$ cat src/rtl/sdram_port_arbiter.sv
// Two-requester arbiter in front of a single SDRAM Avalon-MM master port, with read-return routing.
// Optional build macro ARB_FIXED_PRIO_EN: m0 wins IDLE ties and is never preempted.
module sdram_port_arbiter #(
  parameter int MAX_HOLD = 64,
  parameter int MAX_PEND = 8
) (
  input  logic        clk,
  input  logic        rst_n,
  input  logic [31:0] m0_address,
  input  logic        m0_read,
  input  logic        m0_write,
  input  logic [31:0] m0_writedata,
  output logic        m0_waitrequest,
  output logic [31:0] m0_readdata,
  output logic        m0_readdatavalid,
  input  logic [31:0] m1_address,
  input  logic        m1_read,
  input  logic        m1_write,
  input  logic [31:0] m1_writedata,
  output logic        m1_waitrequest,
  output logic [31:0] m1_readdata,
  output logic        m1_readdatavalid,
  input  logic        master_waitrequest,
  output logic [31:0] master_address,
  output logic        master_read,
  output logic        master_write,
  output logic [31:0] master_writedata,
  input  logic [31:0] master_readdata,
  input  logic        master_readdatavalid,
  output logic        arb_error
);

  // state  | meaning
  // IDLE   | nobody granted, choose next owner
  // GRANT0 | m0 drives the master port
  // GRANT1 | m1 drives the master port
  // DRAIN  | wait for outstanding reads of the last owner to return
  typedef enum logic [1:0] {S_IDLE, S_GRANT0, S_GRANT1, S_DRAIN} state_t;

  localparam int PW = $clog2(MAX_PEND + 1);
  localparam int HW = (MAX_HOLD > 1) ? $clog2(MAX_HOLD) : 1;
  localparam logic [PW-1:0] PEND_FULL = PW'(MAX_PEND);
  localparam logic [HW-1:0] HOLD_LAST = HW'(MAX_HOLD - 1);

  state_t          state_q, state_d;
  logic            owner_q, owner_d;
  logic            last_q, last_d;
  logic [HW-1:0]   hold_q, hold_d;
  logic [PW-1:0]   pend_q, pend_d;
  logic            err_q, err_d;

  logic        in_grant, gsel;
  logic        req0, req1, req_cur, req_oth;
  logic        cur_read, cur_write, rd_cur;
  logic [31:0] cur_addr, cur_wdata;
  logic        read_block, acc, acc_rd, pend_nz, beat_ok;
  logic        preempt_ok, tie_m0, release_g;

  assign req0      = m0_read | m0_write;
  assign req1      = m1_read | m1_write;
  assign in_grant  = (state_q == S_GRANT0) || (state_q == S_GRANT1);
  assign gsel      = (state_q == S_GRANT1);
  assign req_cur   = gsel ? req1 : req0;
  assign req_oth   = gsel ? req0 : req1;
  assign cur_read  = gsel ? m1_read : m0_read;
  assign cur_write = gsel ? m1_write : m0_write;
  assign cur_addr  = gsel ? m1_address : m0_address;
  assign cur_wdata = gsel ? m1_writedata : m0_writedata;
  // a write beat wins over a simultaneous read from the same requester
  assign rd_cur    = cur_read & ~cur_write;

  assign pend_nz    = (pend_q != '0);
  assign read_block = in_grant & rd_cur & (pend_q == PEND_FULL);
  assign acc        = (master_read | master_write) & ~master_waitrequest;
  assign acc_rd     = master_read & ~master_waitrequest;
  assign beat_ok    = master_readdatavalid & pend_nz;

`ifdef ARB_FIXED_PRIO_EN
  assign tie_m0     = 1'b1;
  assign preempt_ok = gsel;
`else
  assign tie_m0     = last_q;
  assign preempt_ok = 1'b1;
`endif

  assign release_g = in_grant &
                     (~req_cur | (preempt_ok & (hold_q == HOLD_LAST) & acc & req_oth));

  always_comb begin
    pend_d = pend_q;
    if (acc_rd && !beat_ok)
      pend_d = pend_q + PW'(1);
    else if (!acc_rd && beat_ok)
      pend_d = pend_q - PW'(1);
  end

  assign err_d = err_q | (master_readdatavalid & ~pend_nz);

  always_ff @(posedge clk or negedge rst_n) begin
    if (!rst_n) begin
      state_q <= S_IDLE;
      owner_q <= 1'b0;
      last_q  <= 1'b1;
      hold_q  <= '0;
      pend_q  <= '0;
      err_q   <= 1'b0;
    end else begin
      state_q <= state_d;
      owner_q <= owner_d;
      last_q  <= last_d;
      hold_q  <= hold_d;
      pend_q  <= pend_d;
      err_q   <= err_d;
    end
  end

  always_comb begin
    state_d = state_q;
    owner_d = owner_q;
    last_d  = last_q;
    hold_d  = hold_q;
    case (state_q)
      S_IDLE: begin
        if (req0 && (!req1 || tie_m0)) begin
          state_d = S_GRANT0;
          owner_d = 1'b0;
        end else if (req1) begin
          state_d = S_GRANT1;
          owner_d = 1'b1;
        end
      end
      S_GRANT0, S_GRANT1: begin
        // saturate so a late-arriving competitor preempts on the next beat
        if (acc && (hold_q != HOLD_LAST))
          hold_d = hold_q + HW'(1);
        if (release_g) begin
          last_d  = gsel;
          hold_d  = '0;
          state_d = (pend_d != '0) ? S_DRAIN : S_IDLE;
        end
      end
      S_DRAIN: begin
        if (!pend_nz)
          state_d = S_IDLE;
      end
      default: state_d = S_IDLE;
    endcase
  end

  always_comb begin
    master_address   = '0;
    master_writedata = '0;
    master_read      = 1'b0;
    master_write     = 1'b0;
    m0_waitrequest   = 1'b1;
    m1_waitrequest   = 1'b1;
    if (in_grant) begin
      master_address   = cur_addr;
      master_writedata = cur_wdata;
      master_write     = cur_write;
      master_read      = rd_cur & ~read_block;
      if (gsel)
        m1_waitrequest = master_waitrequest | read_block;
      else
        m0_waitrequest = master_waitrequest | read_block;
    end
  end

  assign m0_readdata      = master_readdata;
  assign m1_readdata      = master_readdata;
  assign m0_readdatavalid = master_readdatavalid & ~owner_q & pend_nz;
  assign m1_readdatavalid = master_readdatavalid & owner_q & pend_nz;
  assign arb_error        = err_q;

endmodule

$ cat config.mk
export PLATFORM = sky130hd
export DESIGN_NAME = sdram_port_arbiter
export DESIGN_NICKNAME = d
export VERILOG_FILES = /design/src/rtl/sdram_port_arbiter.sv
export SDC_FILE = /design/constraint.sdc
export NUM_CORES = 1
export LEC_CHECK = 0
export CELL_PAD_IN_SITES_DETAIL_PLACEMENT = 0
export CELL_PAD_IN_SITES_GLOBAL_PLACEMENT = 1
export CORE_UTILIZATION = 18
export DETAILED_ROUTE_END_ITERATION = 7
export HOLD_SLACK_MARGIN = 0.06
export PLACE_DENSITY_LB_ADDON = 0.1
export SLEW_MARGIN = 10
export SYNTH_ARGS = -nofsm -noshare
export SYNTH_HDL_FRONTEND = slang
export SYNTH_SLANG_ARGS = --single-unit
$ cat constraint.sdc
create_clock -name clk -period 4.75 [get_ports clk]
set_input_delay 0.7125 -clock clk [delete_from_list [all_inputs] [get_ports clk]]
set_output_delay 0.7125 -clock clk [all_outputs]
set_load 0.01 [all_outputs]
==> metrics <==
top post-synthesis cells by area mux2i_1 26%, buf_4 18%, dfrtp_1 13%; Hold-fix buffers, CTS 0; CTS root buf clkbuf_16; global-route wire length before repair 15.30 mm; number of buffers created by CTS 3; CP Buf/Inv Count 4; Final Max Slew Viols 0; Worst Hold Class reg -> reg; number of global-route vias before repair 2694; flop-to-flop setup slack 2.12 ns; Seq pwr share 0.081; drt via density 4.168; relative slew slack 0.4734; Top Ports 303; max incr delay on CP 0.52 ns; RSZ-0062 raised after global routing false; Multi-input gate area 1679 sq um; Max FO, Critical Path 44; Longest Clk Path Bufs 2; iteration-0 DRC count of the detailed router 82; sw frac 0.4574; share of flip-flops with an asynchronous set or reset 1.000; antenna violations before repair 0; period utilization 0.7255; total power 2.787 mW; Reg area 376.6 sq um; slowest stage cell, crit path clkdlybuf4s50_1; Clk pwr share 0.059; Ys Warns 0; crit path DAT 2.73 ns; DRT Wirelength 10.89 mm; core footprint 14040 sq um; final hold violation count 0; R2R depth 9; Internal Power 1.512 mW; ys flop type dfrtp_1; Resized cells post-CTS 0; peak supply drop 0.0003917 V; Clock transition at path regs 0.05 ns; Pre-Repair DR Iteration Count 4; Net Switching 1.275 mW; vias post-DR 2734; register area share after synthesis 0.1437; Nets 652; remaining antenna violation count after routing 0; fmax 290.2 MHz; Initial Util 0.1866; Avg WL per Cell 16.60 microns; area leader, netlist mux2i_1; Leakage 1.751 nW; Post-Route Setup TNS 0 ns; hold path cells 1; Gate power share 0.860; Cell variety after synth 49; fillcell total 1511; Port Buffers 206; status complete, no violations; final setup fails 0; clk sink count 15; Synth Instances 344; max cap viols 0; reg2reg end state_q[0]; PD cells 622.2 nW/um^2; reg-to-reg critical path startpoint state_q[0]; Worst EP required 4.04 ns; placer congestion estimate 0.7234; share of the synthesized area in the top cell type 0.2560; Top delay family on crit path buffers and inverters; die area 15040 sq um; cell area after synthesis 2620 sq um; hold endpoint arb_error; Yosys reg bits 15; Period minus WS final 3.446 ns; Setup crit end kind primary output; ant diodes 0; Crit Path Class reg -> out; Residual DRC 0; Synth-to-Final Area Change 70.96%; H-tree depth 1; share of cells above drive strength 1 0.03992; CTS tree yes; Post-synth EDFFs 0; Worst setup SP type register; worst-path cell chain inv_1, ha_1, inv_2, buf_4, nor2_1, clkdlybuf4s50_1; worst slew pin tran 0.7874 ns; detailed placement HPWL 9.267 mm; average cell area after synthesis 7.616 sq um; DIE HEIGHT 122.6 microns; Hold Startpoint arb_error; worst skew pair latency 0.24 ns; largest net degree at the start of global routing 45; grt ovf 0; Site Rows 43; Post-CTS Setup Repair Bufs 0; GRT Util Overall 0.1361; die width 122.6 microns; Worst Skew 0.002942 ns; Post-Syn Nets 519
[cell usage in the layout (no fill, tap or decap), types with 2 or more instances in the layout]
cell	instances
o21ai_1	3
xnor2_1	2
a22o_1	2
a21o_1	3
ha_1	6
a31oi_1	5
or2_2	3
xor2_1	2
nor2_1	79
a21oi_1	7
dfrtp_1	14
nand3_1	6
inv_1	7
o21ai_0	5
nand3b_1	2
nand2_1	17
or3_1	2
nand2b_1	3
nor3_1	2
mux2i_1	67
clkdlybuf4s50_1	206
clkbuf_16	3
[sequential cells by signal, summed over array words and instances, names as in the netlist]
register   count
hold_q         6
pend_q         4
state_q        2
arb_error      1
last_q         1
owner_q        1
[power groups by stage]
stage	registers (mW)	logic, mW	clock network [mW]
after floorplan	0.211	1.31	0
after global placement	0.228	2.48	0
after detailed placement	0.228	2.45	0
after CTS	0.226	2.47	0.171
after global routing	0.233	2.59	0.176
final	0.225	2.40	0.164
[final cells by class]
cell class                 instances  area share
clock buffer                       4     0.01760
timing repair buffer             208      0.4665
multi-input combinational        241      0.3749
inverter                           8    0.006704
tap                              180     0.05028
sequential                        15     0.08408
[stage by stage]
stage          utilization  worst slack, ns  area, sq um  hold WS [ns]  instances
6_report            0.3190            1.304         4479        0.4668        656
5_1_grt             0.3190            1.114         4479        0.4862        656
4_1_cts             0.3190            1.226         4479        0.4786        656
3_5_place_dp        0.3134            1.483         4400        0.4671        652
3_3_place_gp        0.3134            1.490         4400        0.4681        652
2_1_floorplan            -            2.305         2620        0.4169        344
[per-layer routing]
layer,up-vias,global-route usage,part of all wire
met2,122,0.2560,0.54
met4,0,0.01982,0.0062
met1,1235,0.1435,0.36
li1,1371,-,-
met3,6,0.05437,0.092
met5,-,0,0
[worst max-delay path by stage]
stage / start / end / slack, ns / cells after the start
final: state_q[0] / master_writedata[9] / 1.30 / 6
after detailed placement: m0_read / m1_waitrequest / 1.48 / 5
after CTS: state_q[0] / master_writedata[9] / 1.23 / 6
after global routing: state_q[0] / master_writedata[18] / 1.11 / 6
after floorplan: state_q[0] / master_address[0] / 2.31 / 7
after global placement: m0_read / m0_waitrequest / 1.49 / 5
[logic make-up (layout without fill, tap and decap cells)]
family / Yosys count / count (layout) / share of synthesized area
mux: 68 / 68 / 0.2617
buf+inv: 88 / 220 / 0.2202
flops: 15 / 15 / 0.1437
simple gates: 125 / 125 / 0.2144
xor+xnor: 4 / 4 / 0.01337
fa+ha+maj: 7 / 7 / 0.03343
compound gates: 37 / 37 / 0.1132
[Yosys cell counts (4+ instances only)]
cell type / number
buf_2: 5
buf_1: 4
o21ai_0: 5
mux2i_1: 67
inv_1: 8
buf_4: 64
nand2_1: 17
ha_1: 7
nand3_1: 6
a31oi_1: 5
a21oi_1: 7
nor2_1: 79
dfrtp_1: 14
clkbuf_1: 7
Note: power is estimated with default switching activity, not from simulation.
